$ cat src/rtl/mips_pkg.sv
// Shared MIPS definitions: field widths, opcode constants and the control bundle.
package mips_pkg;

    localparam int OPCODE_WIDTH = 6;
    localparam int FUNCT_WIDTH  = 6;

    localparam logic [OPCODE_WIDTH-1:0] OP_RTYPE = 6'h00;
    localparam logic [OPCODE_WIDTH-1:0] OP_LW    = 6'h23;
    localparam logic [OPCODE_WIDTH-1:0] OP_SW    = 6'h2B;
    localparam logic [OPCODE_WIDTH-1:0] OP_BEQ   = 6'h04;
    localparam logic [OPCODE_WIDTH-1:0] OP_ADDI  = 6'h08;
    localparam logic [OPCODE_WIDTH-1:0] OP_SLTI  = 6'h0A;
    localparam logic [OPCODE_WIDTH-1:0] OP_ANDI  = 6'h0C;
    localparam logic [OPCODE_WIDTH-1:0] OP_ORI   = 6'h0D;

    // Control bundle, MSB first: reg_wr, alu_src, branch, memread, memwrite, memtoreg.
    typedef struct packed {
        logic reg_wr;
        logic alu_src;
        logic branch;
        logic memread;
        logic memwrite;
        logic memtoreg;
    } ctrl_t;

    // Which instruction field names the destination register.
    typedef enum logic [1:0] {
        DEST_NONE = 2'd0,
        DEST_RT   = 2'd1,
        DEST_RD   = 2'd2
    } dest_sel_e;

    // Everything the opcode alone determines.
    typedef struct packed {
        ctrl_t     ctrl;
        dest_sel_e dest;
        logic      zero_ext;
        logic      uses_rt;
    } dec_t;

    function automatic dec_t decode_op(input logic [OPCODE_WIDTH-1:0] op);
        dec_t d;
        d = '0;
        d.dest = DEST_NONE;
        case (op)
            OP_RTYPE: begin
                d.ctrl.reg_wr = 1'b1;
                d.dest        = DEST_RD;
                d.uses_rt     = 1'b1;
            end
            OP_LW: begin
                d.ctrl.reg_wr   = 1'b1;
                d.ctrl.alu_src  = 1'b1;
                d.ctrl.memread  = 1'b1;
                d.ctrl.memtoreg = 1'b1;
                d.dest          = DEST_RT;
            end
            OP_SW: begin
                d.ctrl.alu_src  = 1'b1;
                d.ctrl.memwrite = 1'b1;
                d.uses_rt       = 1'b1;
            end
            OP_BEQ: begin
                d.ctrl.branch = 1'b1;
                d.uses_rt     = 1'b1;
            end
            OP_ADDI, OP_SLTI: begin
                d.ctrl.reg_wr  = 1'b1;
                d.ctrl.alu_src = 1'b1;
                d.dest         = DEST_RT;
            end
            OP_ANDI, OP_ORI: begin
                d.ctrl.reg_wr  = 1'b1;
                d.ctrl.alu_src = 1'b1;
                d.dest         = DEST_RT;
                d.zero_ext     = 1'b1;
            end
            default: d = '0;
        endcase
        return d;
    endfunction

endpackage

$ cat src/rtl/regfile_bypass.sv
// 2-read/1-write register file with reset clear, hardwired register 0 and
// optional same-cycle writeback bypass onto the read ports.
module regfile_bypass
    import mips_pkg::*;
#(
    parameter int AWIDTH = 5,
    parameter int DWIDTH = 32,
    parameter bit FWD_EN = 1'b1
) (
    input  logic              clk,
    input  logic              rst,
    input  logic              wr_en,
    input  logic [AWIDTH-1:0] wr_addr,
    input  logic [DWIDTH-1:0] wr_data,
    input  logic [AWIDTH-1:0] rd_addr_a,
    input  logic [AWIDTH-1:0] rd_addr_b,
    output logic [DWIDTH-1:0] rd_data_a,
    output logic [DWIDTH-1:0] rd_data_b
);

    localparam int DEPTH = 2 ** AWIDTH;

    logic [DWIDTH-1:0] mem_q [DEPTH];
    logic [DWIDTH-1:0] mem_d [DEPTH];

    function automatic logic [DWIDTH-1:0] read_port(input logic [AWIDTH-1:0] addr);
        logic [DWIDTH-1:0] r;
        if (addr == '0) begin
            r = '0;
        end else if (FWD_EN && wr_en && (wr_addr == addr)) begin
            r = wr_data;
        end else begin
            r = mem_q[addr];
        end
        return r;
    endfunction

    // Next-state of the array: one write per cycle, register 0 never written.
    always_comb begin
        mem_d = mem_q;
        if (wr_en && (wr_addr != '0)) begin
            mem_d[wr_addr] = wr_data;
        end
    end

    // Storage; reset wins over a concurrent writeback.
    always_ff @(posedge clk) begin
        if (rst) begin
            mem_q <= '{default: '0};
        end else begin
            mem_q <= mem_d;
        end
    end

    // Read ports with register-0 forcing and optional bypass.
    always_comb begin
        rd_data_a = read_port(rd_addr_a);
        rd_data_b = read_port(rd_addr_b);
    end

endmodule

$ cat src/rtl/id_stage.sv
// MIPS instruction-decode stage: decode, register read, load-use hazard
// detection and the ID/EX pipeline register.
module id_stage
    import mips_pkg::*;
#(
    parameter int AWIDTH    = 5,
    parameter int DWIDTH    = 32,
    parameter int IWIDTH    = 32,
    parameter int IMM_WIDTH = 16,
    parameter bit FWD_EN    = 1'b1
) (
    input  logic                    id_clk,
    input  logic                    id_rst,
    input  logic                    id_i_valid,
    input  logic [IWIDTH-1:0]       id_i_instr,
    input  logic                    id_i_flush,
    input  logic                    id_i_wb_en,
    input  logic [AWIDTH-1:0]       id_i_wb_addr,
    input  logic [DWIDTH-1:0]       id_i_wb_data,
    output logic                    id_o_stall,
    output logic                    id_o_valid,
    output logic [OPCODE_WIDTH-1:0] id_o_opcode,
    output logic [FUNCT_WIDTH-1:0]  id_o_funct,
    output logic [DWIDTH-1:0]       id_o_data_rs,
    output logic [DWIDTH-1:0]       id_o_data_rt,
    output logic [DWIDTH-1:0]       id_o_imm,
    output logic [AWIDTH-1:0]       id_o_addr_rs,
    output logic [AWIDTH-1:0]       id_o_addr_rt,
    output logic [AWIDTH-1:0]       id_o_addr_wr,
    output logic                    id_o_reg_wr,
    output logic                    id_o_alu_src,
    output logic                    id_o_branch,
    output logic                    id_o_memread,
    output logic                    id_o_memwrite,
    output logic                    id_o_memtoreg
);

    localparam int OPC_LSB = IWIDTH - OPCODE_WIDTH;
    localparam int RS_LSB  = OPC_LSB - AWIDTH;
    localparam int RT_LSB  = RS_LSB - AWIDTH;
    localparam int RD_LSB  = RT_LSB - AWIDTH;

    logic [OPCODE_WIDTH-1:0] opcode;
    logic [FUNCT_WIDTH-1:0]  funct;
    logic [AWIDTH-1:0]       rs, rt, rd;
    logic [IMM_WIDTH-1:0]    imm_raw;
    logic [DWIDTH-1:0]       imm_ext;
    logic [AWIDTH-1:0]       dest;
    dec_t                    dec;
    logic [DWIDTH-1:0]       rf_rs, rf_rt;
    logic                    hazard;
    logic                    stall;

    logic                    valid_q,  valid_d;
    logic [OPCODE_WIDTH-1:0] opcode_q, opcode_d;
    logic [FUNCT_WIDTH-1:0]  funct_q,  funct_d;
    logic [DWIDTH-1:0]       data_rs_q, data_rs_d;
    logic [DWIDTH-1:0]       data_rt_q, data_rt_d;
    logic [DWIDTH-1:0]       imm_q,    imm_d;
    logic [AWIDTH-1:0]       addr_rs_q, addr_rs_d;
    logic [AWIDTH-1:0]       addr_rt_q, addr_rt_d;
    logic [AWIDTH-1:0]       addr_wr_q, addr_wr_d;
    ctrl_t                   ctrl_q,   ctrl_d;

    // Field extraction, control decode, immediate extension and destination select.
    always_comb begin
        opcode  = id_i_instr[OPC_LSB +: OPCODE_WIDTH];
        rs      = id_i_instr[RS_LSB +: AWIDTH];
        rt      = id_i_instr[RT_LSB +: AWIDTH];
        rd      = id_i_instr[RD_LSB +: AWIDTH];
        funct   = id_i_instr[FUNCT_WIDTH-1:0];
        imm_raw = id_i_instr[IMM_WIDTH-1:0];
        dec     = decode_op(opcode);
        if (dec.zero_ext) begin
            imm_ext = {{(DWIDTH-IMM_WIDTH){1'b0}}, imm_raw};
        end else begin
            imm_ext = {{(DWIDTH-IMM_WIDTH){imm_raw[IMM_WIDTH-1]}}, imm_raw};
        end
        case (dec.dest)
            DEST_RT: dest = rt;
            DEST_RD: dest = rd;
            default: dest = '0;
        endcase
    end

    regfile_bypass #(
        .AWIDTH (AWIDTH),
        .DWIDTH (DWIDTH),
        .FWD_EN (FWD_EN)
    ) u_regfile (
        .clk       (id_clk),
        .rst       (id_rst),
        .wr_en     (id_i_wb_en),
        .wr_addr   (id_i_wb_addr),
        .wr_data   (id_i_wb_data),
        .rd_addr_a (rs),
        .rd_addr_b (rt),
        .rd_data_a (rf_rs),
        .rd_data_b (rf_rt)
    );

    // Load-use hazard against the load sitting in ID/EX; a flush overrides the stall.
    always_comb begin
        hazard = id_i_valid && valid_q && ctrl_q.memread && (addr_wr_q != '0) &&
                 ((addr_wr_q == rs) || (dec.uses_rt && (addr_wr_q == rt)));
        stall  = hazard && !id_i_flush;
    end

    assign id_o_stall = stall;

    // ID/EX next value: a zeroed bubble unless a valid, unstalled, unflushed instruction arrives.
    always_comb begin
        valid_d   = 1'b0;
        opcode_d  = '0;
        funct_d   = '0;
        data_rs_d = '0;
        data_rt_d = '0;
        imm_d     = '0;
        addr_rs_d = '0;
        addr_rt_d = '0;
        addr_wr_d = '0;
        ctrl_d    = '0;
        if (id_i_valid && !id_i_flush && !stall) begin
            valid_d   = 1'b1;
            opcode_d  = opcode;
            funct_d   = funct;
            data_rs_d = rf_rs;
            data_rt_d = rf_rt;
            imm_d     = imm_ext;
            addr_rs_d = rs;
            addr_rt_d = rt;
            addr_wr_d = dest;
            ctrl_d    = dec.ctrl;
        end
    end

    // ID/EX pipeline register with synchronous reset.
    always_ff @(posedge id_clk) begin
        if (id_rst) begin
            valid_q   <= 1'b0;
            opcode_q  <= '0;
            funct_q   <= '0;
            data_rs_q <= '0;
            data_rt_q <= '0;
            imm_q     <= '0;
            addr_rs_q <= '0;
            addr_rt_q <= '0;
            addr_wr_q <= '0;
            ctrl_q    <= '0;
        end else begin
            valid_q   <= valid_d;
            opcode_q  <= opcode_d;
            funct_q   <= funct_d;
            data_rs_q <= data_rs_d;
            data_rt_q <= data_rt_d;
            imm_q     <= imm_d;
            addr_rs_q <= addr_rs_d;
            addr_rt_q <= addr_rt_d;
            addr_wr_q <= addr_wr_d;
            ctrl_q    <= ctrl_d;
        end
    end

    assign id_o_valid    = valid_q;
    assign id_o_opcode   = opcode_q;
    assign id_o_funct    = funct_q;
    assign id_o_data_rs  = data_rs_q;
    assign id_o_data_rt  = data_rt_q;
    assign id_o_imm      = imm_q;
    assign id_o_addr_rs  = addr_rs_q;
    assign id_o_addr_rt  = addr_rt_q;
    assign id_o_addr_wr  = addr_wr_q;
    assign id_o_reg_wr   = ctrl_q.reg_wr;
    assign id_o_alu_src  = ctrl_q.alu_src;
    assign id_o_branch   = ctrl_q.branch;
    assign id_o_memread  = ctrl_q.memread;
    assign id_o_memwrite = ctrl_q.memwrite;
    assign id_o_memtoreg = ctrl_q.memtoreg;

endmodule

$ cat config.mk
export PLATFORM = sky130hd
export DESIGN_NAME = id_stage
export DESIGN_NICKNAME = d
export VERILOG_FILES = /design/src/rtl/mips_pkg.sv /design/src/rtl/regfile_bypass.sv /design/src/rtl/id_stage.sv
export SDC_FILE = /design/constraint.sdc
export NUM_CORES = 2
export LEC_CHECK = 0
export ABC_AREA = 1
export CELL_PAD_IN_SITES_DETAIL_PLACEMENT = 1
export CELL_PAD_IN_SITES_GLOBAL_PLACEMENT = 1
export CORE_UTILIZATION = 46
export CTS_BUF_LIST = sky130_fd_sc_hd__clkbuf_4 sky130_fd_sc_hd__clkbuf_8
export CTS_CLUSTER_SIZE = 40
export DETAILED_ROUTE_END_ITERATION = 10
export PLACE_DENSITY_LB_ADDON = 0.1
export SLEW_MARGIN = 10
export SYNTH_ARGS = -nofsm -noshare
export SYNTH_HDL_FRONTEND = slang
export SYNTH_HIERARCHICAL = 1
export SYNTH_SLANG_ARGS = --single-unit
$ cat constraint.sdc
create_clock -name id_clk -period 1.9 [get_ports id_clk]
set_clock_uncertainty 0.15 [all_clocks]
set_input_delay 0.19 -clock id_clk [delete_from_list [all_inputs] [get_ports id_clk]]
set_output_delay 0.19 -clock id_clk [all_outputs]
set_load 0.02 [all_outputs]
==> report_table.html <==
<table>
<tr><th>Metric</th><th>Value</th></tr>
<tr><th colspan="2">STA</th></tr>
<tr><td>Number of failing setup endpoints in the final timing report</td><td>127</td></tr>
<tr><td>PnR worst setup slack</td><td>-674.6 ps</td></tr>
<tr><td>Max_slew headroom</td><td>52.98%</td></tr>
<tr><td>Clock period minus final worst setup slack</td><td>2575 ps</td></tr>
<tr><td>Top achievable clock speed</td><td>0.3884 GHz</td></tr>
<tr><td>Period utilisation layout</td><td>135.5%</td></tr>
<tr><td>Pin slew with the least headroom to its limit</td><td>705.4 ps</td></tr>
<tr><td>Hold Vio Cnt, Final</td><td>2</td></tr>
<tr><td>Final Slew Violations</td><td>0</td></tr>
<tr><td>Setup repair after global routing missed its margin</td><td>yes</td></tr>
<tr><td>Final worst hold slack</td><td>-9.555 ps</td></tr>
<tr><th colspan="2">Route</th></tr>
<tr><td>Number of DRC markers after the initial detailed-route iteration</td><td>8,829</td></tr>
<tr><td>Length of the first detailed-routing pass in iterations</td><td>8</td></tr>
<tr><td>Total routed wirelength</td><td>324,300 um</td></tr>
<tr><td>Average routed wire per standard cell</td><td>27.46 um</td></tr>
<tr><td>Ratio of routed vias to standard cells</td><td>6.248</td></tr>
<tr><td>Vias</td><td>73,790</td></tr>
<tr><td>Residual DRC count</td><td>0</td></tr>
<tr><td>DRT antenna net count</td><td>0</td></tr>
<tr><th colspan="2">Floorplanning</th></tr>
<tr><td>Io pins</td><td>205</td></tr>
<tr><td>Die W</td><td>368.1 um</td></tr>
<tr><td>Die outline area</td><td>0.1355 mm2</td></tr>
<tr><td>Initial Util</td><td>46.61%</td></tr>
<tr><td>Die Y</td><td>368.1 um</td></tr>
<tr><td>CORE AREA</td><td>0.1323 mm2</td></tr>
<tr><td>Floorplan row count</td><td>133</td></tr>
<tr><th colspan="2">Clock network</th></tr>
<tr><td>Cell at the root of the clock tree</td><td>sky130_fd_sc_hd__clkbuf_8</td></tr>
<tr><td>Source-to-sink clock delay at the later pin of the worst-skew pair</td><td>990 ps</td></tr>
<tr><td>Inserted Clock Buffers</td><td>200</td></tr>
<tr><td>Sink count of the clock tree</td><td>1,132</td></tr>
<tr><td>Clock tree from TritonCTS</td><td>done</td></tr>
<tr><td>Clock input transition at the sequential cells of the worst setup and hold paths</td><td>90 ps</td></tr>
<tr><td>CTS H-tree depth</td><td>4</td></tr>
<tr><td>Max Root-Sink Buffers</td><td>3</td></tr>
<tr><th colspan="2">GRT</th></tr>
<tr><td>GRT Resource Usage Total</td><td>46.05%</td></tr>
<tr><td>Total gr overflow</td><td>0</td></tr>
<tr><td>First-pass GRT wire length</td><td>473,900 um</td></tr>
<tr><td>Vias in the first global route</td><td>74,250</td></tr>
<tr><td>Maximum number of pins on one net before global-route repair</td><td>54</td></tr>
<tr><td>Number of antenna violations at the first check in global routing</td><td>15</td></tr>
<tr><th colspan="2">Worst setup path</th></tr>
<tr><td>CP max FO</td><td>4</td></tr>
<tr><td>R2r worst-path depth</td><td>13</td></tr>
<tr><td>Arrival time worst endpoint</td><td>2230 ps</td></tr>
<tr><td>CP Launch Type</td><td>register</td></tr>
<tr><td>Endpoint required time on the critical path</td><td>1560 ps</td></tr>
<tr><td>Nature of the critical path endpoint</td><td>output port</td></tr>
<tr><td>Critical path type</td><td>reg -&gt; out</td></tr>
<tr><th colspan="2">Run</th></tr>
<tr><td>Max-cap violations</td><td>0</td></tr>
<tr><th colspan="2">Cells and area</th></tr>
<tr><td>Multi-input gate area</td><td>0.03146 mm2</td></tr>
<tr><td>Most common library cell in the layout ignoring fill and taps</td><td>sky130_fd_sc_hd__nand2_1</td></tr>
<tr><td>Share of layout cells above drive strength 1</td><td>15.01%</td></tr>
<tr><td>Number of nets at the end of the flow</td><td>9,969</td></tr>
<tr><td>Commonest cells after routing, fill and taps aside</td><td>2,205 x sky130_fd_sc_hd__nand2_1, 1,295 x sky130_fd_sc_hd__nor2_1, 1,241 x sky130_fd_sc_hd__nand3_1</td></tr>
<tr><td>Cell Count, Final, Fillers Out</td><td>11,810</td></tr>
<tr><td>FF+latch area</td><td>0.02277 mm2</td></tr>
<tr><td>Area Growth Syn to Fin</td><td>24.03%</td></tr>
<tr><td>Final Cell Area</td><td>0.07649 mm2</td></tr>
<tr><td># fillers</td><td>17,170</td></tr>
<tr><th colspan="2">Place</th></tr>
<tr><td>Last weighted congestion value of the routability-driven placer</td><td>0.9811</td></tr>
<tr><td>Number of buffers added on ports</td><td>204</td></tr>
<tr><td>HPWL reported at the end of detailed placement</td><td>201,800 um</td></tr>
<tr><td>Total placed instance area</td><td>0.07088 mm2</td></tr>
<tr><td>Inst Count DP</td><td>11,350</td></tr>
<tr><td>Placement-stage worst setup slack</td><td>-614.7 ps</td></tr>
<tr><th colspan="2">Yosys</th></tr>
<tr><td>Number of cells produced by synthesis</td><td>9,554</td></tr>
<tr><td>Cells taking the most area after synthesis</td><td>sky130_fd_sc_hd__dfxtp_1 37%, sky130_fd_sc_hd__nand2_1 13%, sky130_fd_sc_hd__nand3_1 10%</td></tr>
<tr><td>Average size of a mapped cell</td><td>6.455 um2</td></tr>
<tr><td>Area leader, netlist</td><td>sky130_fd_sc_hd__dfxtp_1</td></tr>
<tr><td>Register bit count reported by yosys</td><td>1,132</td></tr>
<tr><td>Fraction of the yosys area taken by sequential cells</td><td>36.75%</td></tr>
<tr><td>Count of distinct cell types in the synthesized netlist</td><td>36</td></tr>
<tr><td>Total standard cell area after synthesis</td><td>0.06167 mm2</td></tr>
<tr><td>Yosys warning count</td><td>6</td></tr>
<tr><td>Net count of the mapped netlist</td><td>9,630</td></tr>
<tr><td>Top cell type's share of synthesized area</td><td>36.75%</td></tr>
<tr><th colspan="2">Power and ir drop</th></tr>
<tr><td>Pwr Density</td><td>774.3 mW/mm2</td></tr>
<tr><td>Post-layout power</td><td>59.22 mW</td></tr>
<tr><td>Static leakage power</td><td>33.30 nW</td></tr>
<tr><td>Peak supply drop</td><td>0.6834 mV</td></tr>
<tr><th colspan="2">Min path</th></tr>
<tr><td>Type of the worst min-delay path</td><td>in -&gt; reg</td></tr>
<tr><td>Depth of the worst hold-timing path</td><td>7</td></tr>
<tr><th colspan="2">Status</th></tr>
<tr><td>Failing checks</td><td>negative hold slack, negative setup slack</td></tr>
<tr><td>Outcome</td><td>complete, but fails checks</td></tr>
</table>
==> state kept, by name, summed over array words and instances, names as in the netlist <==
signal           flops
id_o_data_rs        32
id_o_addr_rs         5
id_o_addr_rt         5
id_o_funct           5
id_o_memwrite        1
id_o_data_rt        32
id_o_addr_wr         5
id_o_memtoreg        1
id_o_valid           1
id_o_opcode          6
id_o_alu_src         1
id_o_imm            12
id_o_branch          1
id_o_reg_wr          1
u_regfile/mem_q   1024
==> final timing paths <==
check / startpoint / to / slack, ps
worst min-delay path: id_i_wb_addr[2] / u_regfile/mem_q[970] / -10
worst max register to register: id_o_addr_wr[1] / id_o_imm[5] / -270
worst min register to register: u_regfile/mem_q[1012] / u_regfile/mem_q[1012] / 300
worst max-delay path: id_o_addr_wr[1] / id_o_stall / -670
==> synthesized netlist by cell type <==
cell type,count
sky130_fd_sc_hd__a21oi_1,355
sky130_fd_sc_hd__a211oi_1,747
sky130_fd_sc_hd__nand2_4,1
sky130_fd_sc_hd__o211ai_1,240
sky130_fd_sc_hd__inv_4,1
sky130_fd_sc_hd__a31oi_1,1
sky130_fd_sc_hd__nor2_2,4
sky130_fd_sc_hd__clkinv_1,3
sky130_fd_sc_hd__clkbuf_1,443
sky130_fd_sc_hd__buf_2,266
sky130_fd_sc_hd__inv_1,979
sky130_fd_sc_hd__buf_1,124
sky130_fd_sc_hd__nor3_2,2
sky130_fd_sc_hd__nand4_1,5
sky130_fd_sc_hd__nor2_8,2
sky130_fd_sc_hd__nand2_1,2213
sky130_fd_sc_hd__nor2_1,1330
sky130_fd_sc_hd__clkbuf_2,2
sky130_fd_sc_hd__o22ai_1,11
sky130_fd_sc_hd__xor2_1,4
sky130_fd_sc_hd__nor2_4,8
sky130_fd_sc_hd__nand3_4,2
sky130_fd_sc_hd__a211oi_2,42
sky130_fd_sc_hd__or2_2,44
sky130_fd_sc_hd__nor3_1,9
sky130_fd_sc_hd__xnor2_1,2
sky130_fd_sc_hd__inv_2,44
sky130_fd_sc_hd__nand2_2,1
sky130_fd_sc_hd__dfxtp_1,1132
sky130_fd_sc_hd__buf_4,23
sky130_fd_sc_hd__nand3_1,1247
sky130_fd_sc_hd__o21ai_1,5
sky130_fd_sc_hd__buf_6,30
sky130_fd_sc_hd__o21ai_0,228
sky130_fd_sc_hd__ha_1,2
sky130_fd_sc_hd__nand3_2,2
==> report_power, final <==
part	total (mW)	switching [mW]	internal [mW]
registers	24.2	0.192	24.0
clock network	25.2	11.4	13.8
logic	9.77	6.44	3.33
==> worst max-delay path, cell delays in order, from the launching register on <==
cell and delay (ps):
sky130_fd_sc_hd__dfxtp_4 380, sky130_fd_sc_hd__inv_1 60, sky130_fd_sc_hd__nand2_1 80, sky130_fd_sc_hd__nand2_2 80
sky130_fd_sc_hd__nor2_4 140, sky130_fd_sc_hd__nand2_2 70, sky130_fd_sc_hd__o21ai_2 180, sky130_fd_sc_hd__nand2_2 90
sky130_fd_sc_hd__inv_2 60, sky130_fd_sc_hd__buf_6 110
==> per-stage QoR <==
stage,setup TNS [ps],utilization (%)
5_1_grt,-19240,57.81
4_1_cts,-14960,57.60
6_report,-20900,57.82
3_5_place_dp,-440020,53.57
2_1_floorplan,0,-
3_3_place_gp,-339030,53.57
==> cell type report <==
class	count	share of cell area, %
sequential	1132	29.76
clock inverter	37	0.3746
inverter	1027	5.135
tap	1755	2.871
antenna	5	0.01636
multi-input combinational	6507	41.13
clock buffer	322	5.295
timing repair buffer	1025	15.42
==> logic make-up (layout without fill, tap and decap cells) <==
group | Yosys count | after routing | share of synthesized area, %
other | 0 | 5 | 0
adders and majority gates | 2 | 2 | 0.04057
and+or+nand+nor | 4870 | 4870 | 32.66
buffers and inverters | 1915 | 2411 | 12.71
AOI/OAI and AO/OA | 1629 | 1629 | 17.76
xor gates and xnor gates | 6 | 6 | 0.08521
DFF | 1132 | 1132 | 36.75
==> repair_timing <==
item | CTS | global route
hold buffers | 69 | 3
setup buffers | 15 | 7
endpoints found under the hold margin | 986 | 3
pin swaps | 3 | 17
endpoints found under the setup margin | 222 | 158
cloned | 9 | 0
gates resized for setup | 665 | 120
==> layer usage <==
metal / track usage [%] / vias to the layer above / share of wire (%)
met5: 0 / - / 0.039
li1: - / 31770 / -
met4: 32.91 / 18 / 8.6
met1: 56.20 / 35830 / 37
met3: 12.17 / 1566 / 12
met2: 70.05 / 4597 / 43
(Power assumes the default switching activity.)
